<file path="src/rtl/mux_pipe_nxw.sv">
// mux_pipe_nxw: NUM_IN x WIDTH operand select, registered behind a 2-entry skid buffer.
// Define MUX_PARITY_EN to carry an even-parity bit with every entry (adds out_parity).
module mux_pipe_nxw #(
  parameter int NUM_IN = 4,
  parameter int WIDTH  = 64,
  localparam int SEL_W = (NUM_IN > 1) ? $clog2(NUM_IN) : 1
) (
  input  logic                           clk,
  input  logic                           reset_n,
  input  logic                           in_valid,
  output logic                           in_ready,
  input  logic [SEL_W-1:0]               sel,
  input  logic [NUM_IN-1:0][WIDTH-1:0]   mux_ins,
  output logic                           out_valid,
  input  logic                           out_ready,
  output logic [WIDTH-1:0]               out_data,
`ifdef MUX_PARITY_EN
  output logic                           out_parity,
`endif
  output logic                           out_sel_err
);

  typedef struct packed {
`ifdef MUX_PARITY_EN
    logic             par;
`endif
    logic             err;
    logic [WIDTH-1:0] data;
  } entry_t;

  entry_t cap;
  entry_t main_q, main_d;
  entry_t skid_q, skid_d;
  logic   main_valid_q, main_valid_d;
  logic   skid_valid_q, skid_valid_d;
  logic   accept, emit;

  // Unmatched sel (only possible for non-power-of-2 NUM_IN) yields zero data with err set.
  always_comb begin
    cap     = '0;
    cap.err = 1'b1;
    for (int k = 0; k < NUM_IN; k++) begin
      if (sel == SEL_W'(k)) begin
        cap.data = mux_ins[k];
        cap.err  = 1'b0;
      end
    end
`ifdef MUX_PARITY_EN
    cap.par = ^cap.data;
`endif
  end

  always_comb begin
    accept       = in_valid & ~skid_valid_q;
    emit         = main_valid_q & out_ready;
    main_valid_d = main_valid_q;
    skid_valid_d = skid_valid_q;
    main_d       = main_q;
    skid_d       = skid_q;
    if (emit | ~main_valid_q) begin
      // Main is free: skid content always goes first to keep FIFO order.
      main_valid_d = skid_valid_q | accept;
      skid_valid_d = 1'b0;
      if (skid_valid_q) begin
        main_d = skid_q;
      end else if (accept) begin
        main_d = cap;
      end
    end else if (accept) begin
      skid_valid_d = 1'b1;
      skid_d       = cap;
    end
  end

  always_ff @(posedge clk or negedge reset_n) begin
    if (!reset_n) begin
      main_valid_q <= 1'b0;
      skid_valid_q <= 1'b0;
      main_q       <= '0;
      skid_q       <= '0;
    end else begin
      main_valid_q <= main_valid_d;
      skid_valid_q <= skid_valid_d;
      main_q       <= main_d;
      skid_q       <= skid_d;
    end
  end

  assign in_ready    = ~skid_valid_q;
  assign out_valid   = main_valid_q;
  assign out_data    = main_q.data;
  assign out_sel_err = main_q.err;
`ifdef MUX_PARITY_EN
  assign out_parity  = main_q.par;
`endif

endmodule

</file>
<file path="config.mk">
export PLATFORM = sky130hd
export DESIGN_NAME = mux_pipe_nxw
export DESIGN_NICKNAME = d
export VERILOG_FILES = /design/src/rtl/mux_pipe_nxw.sv
export SDC_FILE = /design/constraint.sdc
export NUM_CORES = 1
export LEC_CHECK = 0
export ABC_AREA = 0
export CORE_ASPECT_RATIO = 0.5
export CORE_MARGIN = 2
export CORE_UTILIZATION = 46
export CTS_CLUSTER_SIZE = 16
export DETAILED_ROUTE_END_ITERATION = 7
export PLACE_DENSITY = 0.89
export SLEW_MARGIN = 30
export SYNTH_ARGS = -nofsm -noshare
export SYNTH_HDL_FRONTEND = slang
export SYNTH_SLANG_ARGS = --single-unit
</file>
<file path="constraint.sdc">
create_clock -name clk -period 2.2 [get_ports clk]
set_input_delay 0.55 -clock clk [delete_from_list [all_inputs] [get_ports clk]]
set_output_delay 0.55 -clock clk [all_outputs]
set_load 0.1 [all_outputs]
</file>
# After elaboration in Yosys (flattened, before gate mapping)
# Index checks and enable logic that the tools add are counted.
[classes]
n_bitwise = 7
n_reduce_logical = 5
mux = 8
eq_ne = 3
[ops]
columns = ["cell", "count"]
rows = [
  ["65-bit 2-to-1 mux", 6],
  ["2-bit equality test, second input constant", 2],
  ["2-bit AND reduction", 2],
  ["2-bit nonzero test", 2],
  ["1-bit inverter", 3],
  ["1-bit bitwise AND", 2],
  ["2-bit by 1-bit equality test with 1-bit output, second input constant", 1],
  ["2-bit logical NOT", 1],
  ["1-bit 2-to-1 mux", 2],
  ["1-bit bitwise OR", 2],
]
[totals]
elab_cells = 29
output_inout_bits = 67
ff_bits = 132

# Depth between registers and ports, before layout
# Gate-level depths: netlist of the first run.
[depth]
depth_word = 7
ltp_mapped = 6

# Least setup slack after synthesis of the first run
# No wires, ideal clock.
[synth_path]
path_kind = "reg-to-reg"
startpoint = "register main_valid_q, in the netlist out_valid"
endpoint = "register skid_q[43] (netlist bit)"
period_less_slack_ns = 2.202
slack_ns = -0.002
stages_incl_launch_ff = 7
arrival_ns = 2.074
path_cell_list = "dfrtp_1 nand2b_1 buf_6 nor3b_4 buf_6 buf_12 mux2_1"
[synth_between]
elab_chain_cells = 4
[synth_rtl]
columns = ["element", "line", "rtl"]
rows = [
  ["from (decl)", "34", "logic main_valid_q, main_valid_d;"],
  ["from (signal assigned)", "82", "main_valid_q <= main_valid_d;"],
  ["1-bit bitwise AND or 1-bit inverter (tied branches)", "55, 60", ""],
  ["1-bit bitwise OR (*)", "60", "if (emit | ~main_valid_q) begin"],
  ["1-bit inverter (no line) (*)", "n/a", ""],
  ["2-bit AND reduction (no line) (*)", "n/a", ""],
  ["to (signal assigned)", "85", "skid_q <= skid_d;"],
  ["to (decl)", "33", "entry_t skid_q, skid_d;"],
]
# Every way passes the cells marked *; elsewhere a longest branch is shown, timed or not.
# A chain may end at the register's enable or synchronous reset.

# Final worst setup path of the first run
[layout_path]
startpoint = "input port out_ready"
endpoint = "register skid_q[45] (netlist bit)"
[layout_between]
elab_chain_cells = 4
[layout_rtl]
columns = ["element", "line", "rtl"]
rows = [
  ["from (decl)", "15", "input logic out_ready,"],
  ["1-bit bitwise AND", "55", "emit = main_valid_q & out_ready;"],
  ["1-bit bitwise OR", "60", ""],
  ["1-bit inverter (no line)", "n/a", ""],
  ["2-bit AND reduction (no line)", "n/a", ""],
]
# Every way passes these cells.

==> impl_metrics.toml, run 1 <==
[die]
die-height_um = 93.7
ios = 329
initial_core_util_pct = 47.5
rows = 32
core-area_um2 = 15600
die_w_um = 183
dieArea_um2 = 17200

[job]
maxCapViolCount = 0

[clocking]
ctsLongestPathBuffers = 2
numCtsBuffers = 17
htreeDepth = 4
root_buffer = "clkbuf_16"
cts_sinks = 132
cts.hold.buffers_added = 0
cts_tree = "done"
cts.clk_slew.worst_paths_ns = 0.06
clk-insertion-delay-late_ns = 0.42
postCtsSetupRepairBufs = 0
cts.repair.resized = 0

[synth]
syn_area_um2 = 7400
syn-num-nets = 848
synth-seq-cells = 132
synth_cell_types = 26
yosysWarnings = 0
yosysSeqAreaShare_pct = 44.6
syn_avg_cell_area_um2 = 12.6
syn-instance-count = 586

[setup_path]
crit_path_max_fanout = 38
worst_setup_path_end_kind = "flip-flop"
required_ns = 2.49
criticalPathCategory = "input pin to flip-flop"
arrival_ns = 2.14
startpoint_type = "input pin"

[timing]
finalCritPeriodShare_pct = 83.9
tightest_slew_ns = 0.526
period_minus_slack_ns = 1.85
drv_slew = 0
clock_skew_ns = 0.00817
hold_viol_final = 0
final-setup-viol-count = 0
whs_ns = 0.0898
slew_headroom_pct = 64.9
grt_setup_unrepaired = "no"
fmax_ghz = 0.542

[cells_and_area]
final_nets = 1160
syn_to_final_growth_pct = 52.5
multi_input_area_um2 = 3670
fin_util_pct = 72.4
fillers = 1004
n_antenna_cell = 0
drive_gt1_share_pct = 27.7
ff_latch_area_um2 = 3310

[grt]
grt_pass1_vias = 6764
antenna_found_initial = 0
grtUsageTotal_pct = 28.7
grt_overflow_total = 0
grt_max_degree = 65
grt_pass1_wl_mm = 37.1

[min_path]
hold_path_class = "input pin to asynchronous set/reset pin"

[detailed_routing]
wl_mm = 24.3
num_vias = 6418
wl_per_cell_um = 21.8
viasPerCell = 5.76
drc = 0
antenna_left = 0
drtIter0Drc = 619
dr.pass1.iters = 5

[outcome]
status = "completed"

[power]
p_per_area_nw_per_um2 = 970
p_leak_uw = 0.00468
peakVddDrop_mv = 0.830

[placement]
port_buffers = 328
hpwl_mm = 17.1
routabilityCongestion = 0.776
[final timing paths]
check / startpoint / end / slack (ns) / depth (start not counted)
max in group asynchronous: reset_n / skid_q[15]$_DFFE_PN0P_ / 1.49 / 2
max: out_ready / skid_q[45]$_DFFE_PN0P_ / 0.35 / 5
max reg2reg: skid_valid_q$_DFFE_PN0P_ / out_data[44]$_DFFE_PN0P_ / 0.58 / 4
min in group clk: skid_q[43]$_DFFE_PN0P_ / skid_q[43]$_DFFE_PN0P_ / 0.49 / 1
min: reset_n / out_data[57]$_DFFE_PN0P_ / 0.09 / 1
min reg2reg: skid_q[43]$_DFFE_PN0P_ / skid_q[43]$_DFFE_PN0P_ / 0.49 / 1
[kinds of logic (layout without fill, tap and decap cells)]
group	after synthesis	count (layout)	share of synthesized area (%)
simple gates	137	137	7.31
flops	132	132	44.6
compound gates	129	129	9.81
mux	128	128	32.5
buf+inv	60	385	5.77
[state kept, by name, indices dropped and copies added (netlist names)]
name and count:
out_data 64, out_valid 1, out_sel_err 1, skid_q 65, skid_valid_q 1
[cell usage after synthesis]
master / n / area share, %
mux2_2: 1 / 0.15
buf_4: 1 / 0.10
inv_1: 2 / 0.10
nor3b_4: 1 / 0.25
buf_12: 4 / 1.1
nor2_1: 2 / 0.10
dfrtp_1: 132 / 45
mux4_1: 4 / 1.4
buf_1: 9 / 0.46
or2_2: 1 / 0.085
mux4_2: 60 / 18
buf_8: 1 / 0.20
and2_1: 1 / 0.085
mux2_4: 60 / 12
nand2b_1: 1 / 0.085
a31oi_1: 64 / 5.4
clkbuf_1: 16 / 0.81
mux2_1: 3 / 0.46
a21oi_1: 64 / 4.3
nor2b_1: 1 / 0.085
o21ai_0: 1 / 0.068
buf_2: 12 / 0.81
buf_6: 14 / 2.1
nand3_1: 1 / 0.068
clkbuf_2: 1 / 0.068
nand2_1: 129 / 6.5
[per-layer routing]
layer / track usage, % / routed length (um) / up-vias
met5: 0 / 0 / -
met2: 48.2 / 12300 / 288
met1: 35.8 / 9560 / 3239
met3: 5.93 / 1390 / 80
li1: - / - / 2811
met4: 14.3 / 987 / 0
[where the power goes]
group	internal [uW]	switching, uW	total, uW
Clock	1850	1130	2970
Combinational	1620	2930	4550
Sequential	3030	384	3420
[metrics by stage]
| step | worst slack [ns] | std cells | power, uW | TNS (ns) | area [um2] |
|---|---|---|---|---|---|
| floorplan | 0.0974 | 586 | 6570 | 0 | 7400 |
| global placement | -0.0259 | 1083 | 7820 | -0.0684 | 10700 |
| detailed placement | -0.0400 | 1083 | 7940 | -0.524 | 10700 |
| CTS | 0.359 | 1115 | 10900 | 0 | 11300 |
| global route | 0.308 | 1115 | 11300 | 0 | 11300 |
| finish | 0.355 | 1115 | 10900 | 0 | 11300 |
[cell type report]
class,instances,share of cell area [%]
clock buffers,20,4.05
clock inverters,12,1.34
inverters,2,0.0665
multi-input cells,394,32.6
flip-flops and latches,132,29.3
well taps,204,2.26
repair buffers,351,30.4
[critical path: stages]
cell	delay, ns
clkdlybuf4s50_1	0.40
nand2b_2	0.21
nor3b_4	0.27
buf_12	0.31
mux2_1	0.37
[cells in the final DEF (no fill, tap or decap), drive strengths merged]
| cell | Yosys | final |
|---|---|---|
| buf | 41 | 93 |
| clkbuf | 17 | 20 |
| and2 | 1 | 1 |
| bufinv | 0 | 3 |
| or2 | 1 | 1 |
| nand3 | 1 | 1 |
| nor2b | 1 | 1 |
| mux4 | 64 | 64 |
| clkinvlp | 0 | 2 |
| a21oi | 64 | 64 |
| clkinv | 0 | 4 |
| nand2 | 129 | 129 |
| nand2b | 1 | 1 |
| inv | 2 | 5 |
| nor2 | 2 | 2 |
| dfrtp | 132 | 132 |
| nor3b | 1 | 1 |
| o21ai | 1 | 1 |
| mux2 | 64 | 64 |
| clkdlybuf4s50 | 0 | 258 |
| a31oi | 64 | 64 |
Power figures use the tool's default switching activity.
==> run 2, diff against run 1 <==
- CORE_UTILIZATION: 46 -> 39
- PLACE_DENSITY: 0.89 -> 0.8
- clock period: 2.2 -> 1.6 ns (I/O delays scaled with it)
==> run 2 against run 1 <==
  * Register-to-register slack worse by 0.57 ns
  * Largest power group unchanged
  * Critical path depth is 2 lower
  * Routed wire length is 5.1% higher
  * Global-route usage is 3.7 points lower
  * Die area is 17% higher
==> impl_metrics.toml, run 2 (synthesis gave the netlist of run 1 again) <==
[outcome]
status = "completed"

[cells_and_area]
largest_reg_flops = 65
multi_input_area_um2 = 3800
final_nets = 1178
drive_gt1_share_pct = 31.4
fillers = 1230
layout_commonest_cell = "clkdlybuf4s50_1"
regMostFlops = "skid_q"
final_cell_mix = "258 x clkdlybuf4s50_1, 130 x dfrtp_1, 129 x nand2_1"
ff_latch_area_um2 = 3310
stdcell_count = 1190
syn_to_final_growth_pct = 69.7

[grt]
grt_pass1_vias = 7000
antenna_found_initial = 2
grtUsageTotal_pct = 25.0
grt_pass1_wl_mm = 38.3
grt_max_degree = 41
grt_overflow_total = 0

[timing]
setup_tns_ns = 0
final-setup-viol-count = 0
tightest_slew_ns = 0.387
period_minus_slack_ns = 1.60
finalCritPeriodShare_pct = 99.9
slew_headroom_pct = 74.2
fmax_ghz = 0.626
hold_viol_final = 0
drv_slew = 0
grt_setup_unrepaired = "yes"
clock_skew_ns = 0.00747
whs_ns = 0.450

[detailed_routing]
num_vias = 6480
dr.pass1.iters = 5
wl_mm = 25.5
antenna_left = 0
viasPerCell = 5.45
drc = 0
wl_per_cell_um = 21.4
drtIter0Drc = 373

[die]
die-height_um = 101
rows = 35
core-area_um2 = 18500
ios = 329
dieArea_um2 = 20200
initial_core_util_pct = 40.0
die_w_um = 199

[clocking]
root_buffer = "clkbuf_16"
clk-insertion-delay-late_ns = 0.41
ctsLongestPathBuffers = 2
cts.clk_slew.worst_paths_ns = 0.06
cts_sinks = 132
cts_tree = "done"
numCtsBuffers = 17
htreeDepth = 4

[setup_path]
r2r_slack_ns = 0.01
crit_path_max_fanout = 5
worst_path_dominant_cell_family = "flip-flops"
startpoint_type = "flip-flop"
required_ns = 1.20
worst-path-stages = 3
criticalPathCategory = "flip-flop to output port"
r2r_cells = 5
path_cells = "buf_6 > clkinv_8 > buf_12"
slowest_delay_ns = 0.41
arrival_ns = 1.20
slowest_stage = "dfrtp_2"
reg2reg_to = "skid_q[5]$_DFFE_PN0P_"
worstPathBufferInverterCount = 3
reg2reg_from = "skid_valid_q$_DFFE_PN0P_"
worst_setup_path_end_kind = "output port"

[placement]
hpwl_mm = 18.5
port_buffers = 328
dp_cells = 1152
routabilityCongestion = 0.844

[power]
p_leak_uw = 0.00514
p_per_area_nw_per_um2 = 1310
peakVddDrop_mv = 0.874

[min_path]
hold_path_class = "input pin to asynchronous set/reset pin"

[job]
maxCapViolCount = 0
==> run 2: layer usage <==
metal / GRT usage (%) / vias to the layer above / wire [um]
li1: - / 2851 / -
met1: 30.4 / 3326 / 9970
met2: 45.4 / 239 / 13600
met3: 4.26 / 64 / 1150
met4: 9.18 / 0 / 770
met5: 0 / - / 0
==> run 2: what timing repair did <==
item / in CTS / in global routing
cloned: 0 / 1
resized for setup: 8 / 24
setup buffers: 1 / 1
setup endpoints to repair: 1 / 78
endpoints found under the hold margin: 30 / 0
hold buffers: 1 / 0
==> run 2: power by group <==
part | internal, uW | switching (uW)
combinational | 3250 | 4100
sequential | 4170 | 741
clock | 2620 | 1520
total | 10000 | 6360
==> run 2: worst max-delay path by stage <==
stage | start | end | slack (ns)
4_1_cts | skid_valid_q$_DFFE_PN0P_ | in_ready | -0.02
6_report | skid_valid_q$_DFFE_PN0P_ | in_ready | 0.002
3_3_place_gp | out_ready | skid_q[39]$_DFFE_PN0P_ | -0.41
5_1_grt | skid_valid_q$_DFFE_PN0P_ | out_data[36]$_DFFE_PN0P_ | -0.05
3_5_place_dp | out_ready | skid_q[29]$_DFFE_PN0P_ | -0.41
2_1_floorplan | out_valid$_DFFE_PN0N_ | skid_q[43]$_DFFE_PN0P_ | -0.21
==> run 2: stage by stage <==
step	setup slack [ns]	util [%]	total power [uW]	cell area, um2
2_1_floorplan	-0.212	-	9050	7410
3_3_place_gp	-0.410	63.4	12000	11700
3_5_place_dp	-0.410	63.4	12100	11700
4_1_cts	-0.0183	67.1	16300	12400
5_1_grt	-0.0463	67.9	16900	12600
6_report	0.00200	67.9	16400	12600
==> run 2: final cells by class <==
type / instances / share of cell area, %
antenna: 2 / 0.0399
clock buffer: 21 / 3.83
clock inverter: 11 / 1.19
inverter: 2 / 0.159
multi-input combinational: 394 / 30.3
sequential: 132 / 26.3
tap: 259 / 2.58
timing repair buffer: 369 / 35.6
